### src/rtl/if_stage.sv
`default_nettype none
// ============================================================================
// Module      : if_stage
// Description : Instruction-fetch stage. Owns the PC, drives IMEM and loads
//               the IF/ID register, with stall, redirect/flush and
//               misaligned-target fault handling.
// Revision    : 1.0
// ============================================================================
module if_stage #(
    parameter logic [31:0] RESET_PC = 32'h00000000,
    parameter logic [31:0] NOP_INST = 32'h00000013
) (
    input  logic        clk,
    input  logic        rst,
    input  logic        stall,
    input  logic        redirect_valid,
    input  logic [31:0] redirect_target,
    output logic [31:0] imem_addr,
    input  logic [31:0] imem_inst,
    output logic [31:0] id_pc,
    output logic [31:0] id_pc_plus4,
    output logic [31:0] id_inst,
    output logic        id_valid,
    output logic        misalign_fault,
    output logic [31:0] fetch_count
);

    logic [31:0] pc_q,          pc_d;
    logic [31:0] id_pc_q,       id_pc_d;
    logic [31:0] id_pc_plus4_q, id_pc_plus4_d;
    logic [31:0] id_inst_q,     id_inst_d;
    logic        id_valid_q,    id_valid_d;
    logic        fault_q,       fault_d;
    logic [31:0] fetch_count_q, fetch_count_d;

    logic [31:0] w_pc_plus4;
    logic        w_target_aligned;

    assign w_pc_plus4       = pc_q + 32'd4;
    assign w_target_aligned = (redirect_target[1:0] == 2'b00);

    // Next PC and sticky fault
    always_comb begin
        pc_d    = pc_q;
        fault_d = fault_q;
        if (fault_q) begin
            pc_d = pc_q;
        end else if (redirect_valid) begin
            if (w_target_aligned) begin
                pc_d = redirect_target;
            end else begin
                fault_d = 1'b1;
            end
        end else if (!stall) begin
            pc_d = w_pc_plus4;
        end
    end

    // IF/ID register: a redirect or an active fault always injects a bubble,
    // even when the hazard unit is stalling.
    always_comb begin
        id_pc_d       = id_pc_q;
        id_pc_plus4_d = id_pc_plus4_q;
        id_inst_d     = id_inst_q;
        id_valid_d    = id_valid_q;
        fetch_count_d = fetch_count_q;
        if (redirect_valid || fault_q) begin
            id_inst_d  = NOP_INST;
            id_valid_d = 1'b0;
        end else if (!stall) begin
            id_pc_d       = pc_q;
            id_pc_plus4_d = w_pc_plus4;
            id_inst_d     = imem_inst;
            id_valid_d    = 1'b1;
            fetch_count_d = fetch_count_q + 32'd1;
        end
    end

    always_ff @(posedge clk) begin
        if (rst) begin
            pc_q          <= RESET_PC;
            id_pc_q       <= 32'd0;
            id_pc_plus4_q <= 32'd0;
            id_inst_q     <= NOP_INST;
            id_valid_q    <= 1'b0;
            fault_q       <= 1'b0;
            fetch_count_q <= 32'd0;
        end else begin
            pc_q          <= pc_d;
            id_pc_q       <= id_pc_d;
            id_pc_plus4_q <= id_pc_plus4_d;
            id_inst_q     <= id_inst_d;
            id_valid_q    <= id_valid_d;
            fault_q       <= fault_d;
            fetch_count_q <= fetch_count_d;
        end
    end

    assign imem_addr      = pc_q;
    assign id_pc          = id_pc_q;
    assign id_pc_plus4    = id_pc_plus4_q;
    assign id_inst        = id_inst_q;
    assign id_valid       = id_valid_q;
    assign misalign_fault = fault_q;
    assign fetch_count    = fetch_count_q;

endmodule
`default_nettype wire

### config.mk
export PLATFORM = sky130hd
export DESIGN_NAME = if_stage
export DESIGN_NICKNAME = d
export VERILOG_FILES = /design/src/rtl/if_stage.sv
export SDC_FILE = /design/constraint.sdc
export NUM_CORES = 1
export LEC_CHECK = 0
export CAP_MARGIN = 40
export CORE_AREA = 2 2 171 173
export CTS_CLUSTER_SIZE = 40
export DETAILED_ROUTE_END_ITERATION = 8
export DIE_AREA = 0 0 173 175
export PLACE_DENSITY = 0.53
export SETUP_SLACK_MARGIN = 0.02
export SKIP_LAST_GASP = 1
export SLEW_MARGIN = 20
export SYNTH_ARGS = -nofsm -noshare
export SYNTH_HDL_FRONTEND = slang
export SYNTH_SLANG_ARGS = --single-unit
### constraint.sdc
create_clock -name clk -period 2.4 [get_ports clk]
set_input_delay 0.24 -clock clk [delete_from_list [all_inputs] [get_ports clk]]
set_output_delay 0.24 -clock clk [all_outputs]
set_load 0.01 [all_outputs]
==> impl_metrics.yaml <==
layout:
  ff_latch_area_mm2: 0.00320
  fill_cells: 2963
  layout_commonest_cell: "clkdlybuf4s50_1"
  fin_nets: 1127
  multiInputGateArea_mm2: 0.00353
  final_cell_mix: "clkdlybuf4s50_1 (226), dfxtp_1 (160), nor2_1 (111)"
  syn_to_final_growth_pct: 50.1
  final_area_mm2: 0.0105
  drive_gt1_share_pct: 9.44
sta:
  setup_violations: 0
  period_minus_slack_ps: 2200
  min_period_over_period_pct: 91.5
  tightest_slew_ps: 672
  max_slew_margin_pct: 55.2
  tns_ps: 0
  max_freq_mhz: 455
  rsz0062_at_grt: "false"
  final_hold_viol_count: 0
  drv_slew: 0
  fin_worst_skew_ps: 12.6
worst_setup_path:
  crit_path_start: "imem_addr[7]$_SDFFE_PP0P_"
  critPathMaxStageDelay_ps: 530
  crit_path_frequent_cell: "buf_4"
  worstSetupStartpointType: "flop"
  crit_slowest_cell: "dfxtp_1"
  cp_cell_sequence: "nand3_2 -> buf_4 -> or2_2 -> nor4_1 -> buf_4 -> xnor2_1 -> a211oi_1"
  reg2reg_to: "id_pc_plus4[17]$_SDFFE_PP0P_"
  reg2reg_depth: 7
  worstPathMaxFanout: 7
  critPathCaptureType: "flop"
  crit_required_ps: 2750
  cp.arrival_ps: 2550
  r2r_slack_ps: 200
  critPathKind: "flop to flop"
  cp-endpoint: "id_pc_plus4[17]$_SDFFE_PP0P_"
  rr_startpoint: "imem_addr[7]$_SDFFE_PP0P_"
floorplanning:
  fp-row-count: 62
  fp.dieArea_mm2: 0.0303
  initial_core_util_pct: 24.7
  fp.coreArea_mm2: 0.0284
  io_pins: 230
  fp.dieH_um: 175
  die_w_um: 173
clock_network:
  cts_hold_buf: 0
  cts_tree: "built"
  cts_inserted_buffers: 17
  postCtsSetupRepairBufs: 0
  max-clock-path-buffers: 2
  cts.sinks: 160
  cts_resized: 0
  cts_root_buf: "clkbuf_16"
  clk_pin_slew_ps: 70
  clock_tree.htree_level_count: 4
  clock_latency_ps: 430
power_and_ir_drop:
  p_per_area_mw_per_mm2: 624
  p_switching_w: 0.00169
  p_int_w: 0.00489
  p_leak_nw: 3.78
  swShare_pct: 25.6
  vdd_drop_max_uv: 324
  p_comb_share_pct: 11.8
  pwr-share-clk_pct: 45.4
  seq_power_share_pct: 42.8
synth:
  ys_warn_count: 0
  ys_types: 54
  synthArstFlopShare_pct: 0
  syn_area_mm2: 0.00703
  postSynthAreaPerCell_um2: 8.50
  synth_top_cell_by_area: "dfxtp_1"
  synthesis.nets: 897
  seq_area_frac_synth_pct: 45.6
  yosys-top-cells-area: "dfxtp_1 (46%), nor2_1 (6.0%), nand2_1 (5.3%)"
  synth_top_area_share_pct: 45.6
  syn_inst: 827
  synth_edf_count: 0
  ys_seq_elements: 160
  synth_ff_type: "dfxtp_1"
global_routing:
  track_usage_pct: 15.6
  grt_pass1_vias: 6482
  grt_max_degree: 124
  antenna_found_initial: 3
  grt_pass1_wl_mm: 37.2
  grt_overflow: 0
route:
  drt-total-wl_mm: 23.9
  drc: 0
  drt-initial-drc-count: 410
  drt_pass1_iterations: 5
  vias_per_cell: 4.64
  wl_per_cell_um: 16.4
  ant_nets: 0
  dr_total_vias: 6756
placement:
  dp.final_hpwl_mm: 16.7
  dpl-instance-area_mm2: 0.00991
  gp_congestion: 0.763
  io_buffer_count: 229
outcome:
  status: "completed"
run:
  cap_violations: 0
min_path:
  hold_path_class: "primary input to flop"
[kinds of logic (layout without fill, tap and decap cells)]
group / Yosys count / count (layout) / share of synthesized area [%]
compound gates: 152 / 152 / 13.5
xor+xnor: 55 / 55 / 6.86
fa+ha+maj: 2 / 2 / 0.356
buf+inv: 75 / 318 / 4.35
flops: 160 / 160 / 45.6
mux: 30 / 30 / 4.27
other cells: 0 / 2 / 0
simple gates: 353 / 353 / 25.1
[critical path: cells and delay by family, from the launching register on]
| family | cells | cell delay (ps) |
|---|---|---|
| and+or+nand+nor | 3 | 900 |
| DFF | 1 | 530 |
| buffers and inverters | 2 | 410 |
| AOI/OAI and AO/OA | 1 | 220 |
| xor gates and xnor gates | 1 | 50 |
[Yosys cell counts, types with 5 or more instances]
master and number:
a21oi_1 64, a31oi_1 14, or3_1 10, and3_1 20, nor2b_1 5, and4_1 5, a211oi_1 27, nand4_1 24
clkbuf_1 50, nor3_1 6, mux2i_1 30, a22oi_1 5, dfxtp_1 160, inv_1 9, nand3_1 38, nand2_1 100
xor2_1 37, buf_2 7, nor2_1 112, xnor2_1 18, o21ai_0 19
[sequential cells by signal (all words and copies together) (netlist names)]
signal          flops
id_pc              32
id_pc_plus4        30
id_valid            1
fetch_count        32
id_inst            32
imem_addr          32
misalign_fault      1
[cell type report]
cell class	instances	area share, %
antenna	2	0.0475
clock buffer	17	4.03
clock inverter	15	1.95
inverter	10	0.356
multi-input combinational	592	33.5
sequential	160	30.4
tap	384	4.56
timing repair buffer	276	25.2
[through the flow]
| stage | hold WS (ps) | instances | worst slack [ps] | util, % | total power, W |
|---|---|---|---|---|---|
| 6_report | 332 | 1456 | 204 | 37.1 | 0.00658 |
| 5_1_grt | 341 | 1455 | 50.4 | 37.1 | 0.00687 |
| 4_1_cts | 326 | 1454 | 180 | 37.1 | 0.00668 |
| 3_5_place_dp | 442 | 1422 | 115 | 34.9 | 0.00366 |
| 3_3_place_gp | 432 | 1422 | 103 | 34.9 | 0.00366 |
| 2_1_floorplan | 384 | 827 | 183 | - | 0.00322 |
[worst min path at each step]
| stage | from | end | slack, ps | cells past startpoint |
|---|---|---|---|---|
| after floorplan | imem_inst[10] | id_inst[10]$_SDFFE_PP0N_ | 380 | 2 |
| after global placement | id_valid$_SDFFE_PP0N_ | id_valid$_SDFFE_PP0N_ | 430 | 2 |
| after detailed placement | id_valid$_SDFFE_PP0N_ | id_valid$_SDFFE_PP0N_ | 440 | 2 |
| after CTS | rst | imem_addr[14]$_SDFFE_PP0P_ | 330 | 4 |
| after global routing | rst | imem_addr[14]$_SDFFE_PP0P_ | 340 | 4 |
| final | rst | imem_addr[14]$_SDFFE_PP0P_ | 330 | 4 |
[power groups by stage]
| stage | Sequential (W) | Combinational, W | Clock (W) |
|---|---|---|---|
| 6_report | 0.00282 | 0.000776 | 0.00299 |
| 5_1_grt | 0.00283 | 0.000847 | 0.00319 |
| 4_1_cts | 0.00282 | 0.000790 | 0.00308 |
| 3_5_place_dp | 0.00288 | 0.000786 | 0 |
| 3_3_place_gp | 0.00287 | 0.000786 | 0 |
| 2_1_floorplan | 0.00291 | 0.000308 | 0 |
[per-layer routing]
metal | vias to the layer above | track usage [%] | part of all wire (%)
li1 | 3357 | - | -
met1 | 3159 | 20.9 | 47
met2 | 213 | 23.8 | 44
met3 | 25 | 5.50 | 7.4
met4 | 2 | 4.45 | 1.7
met5 | - | 0 | 0.067
Power figures use the tool's default switching activity.
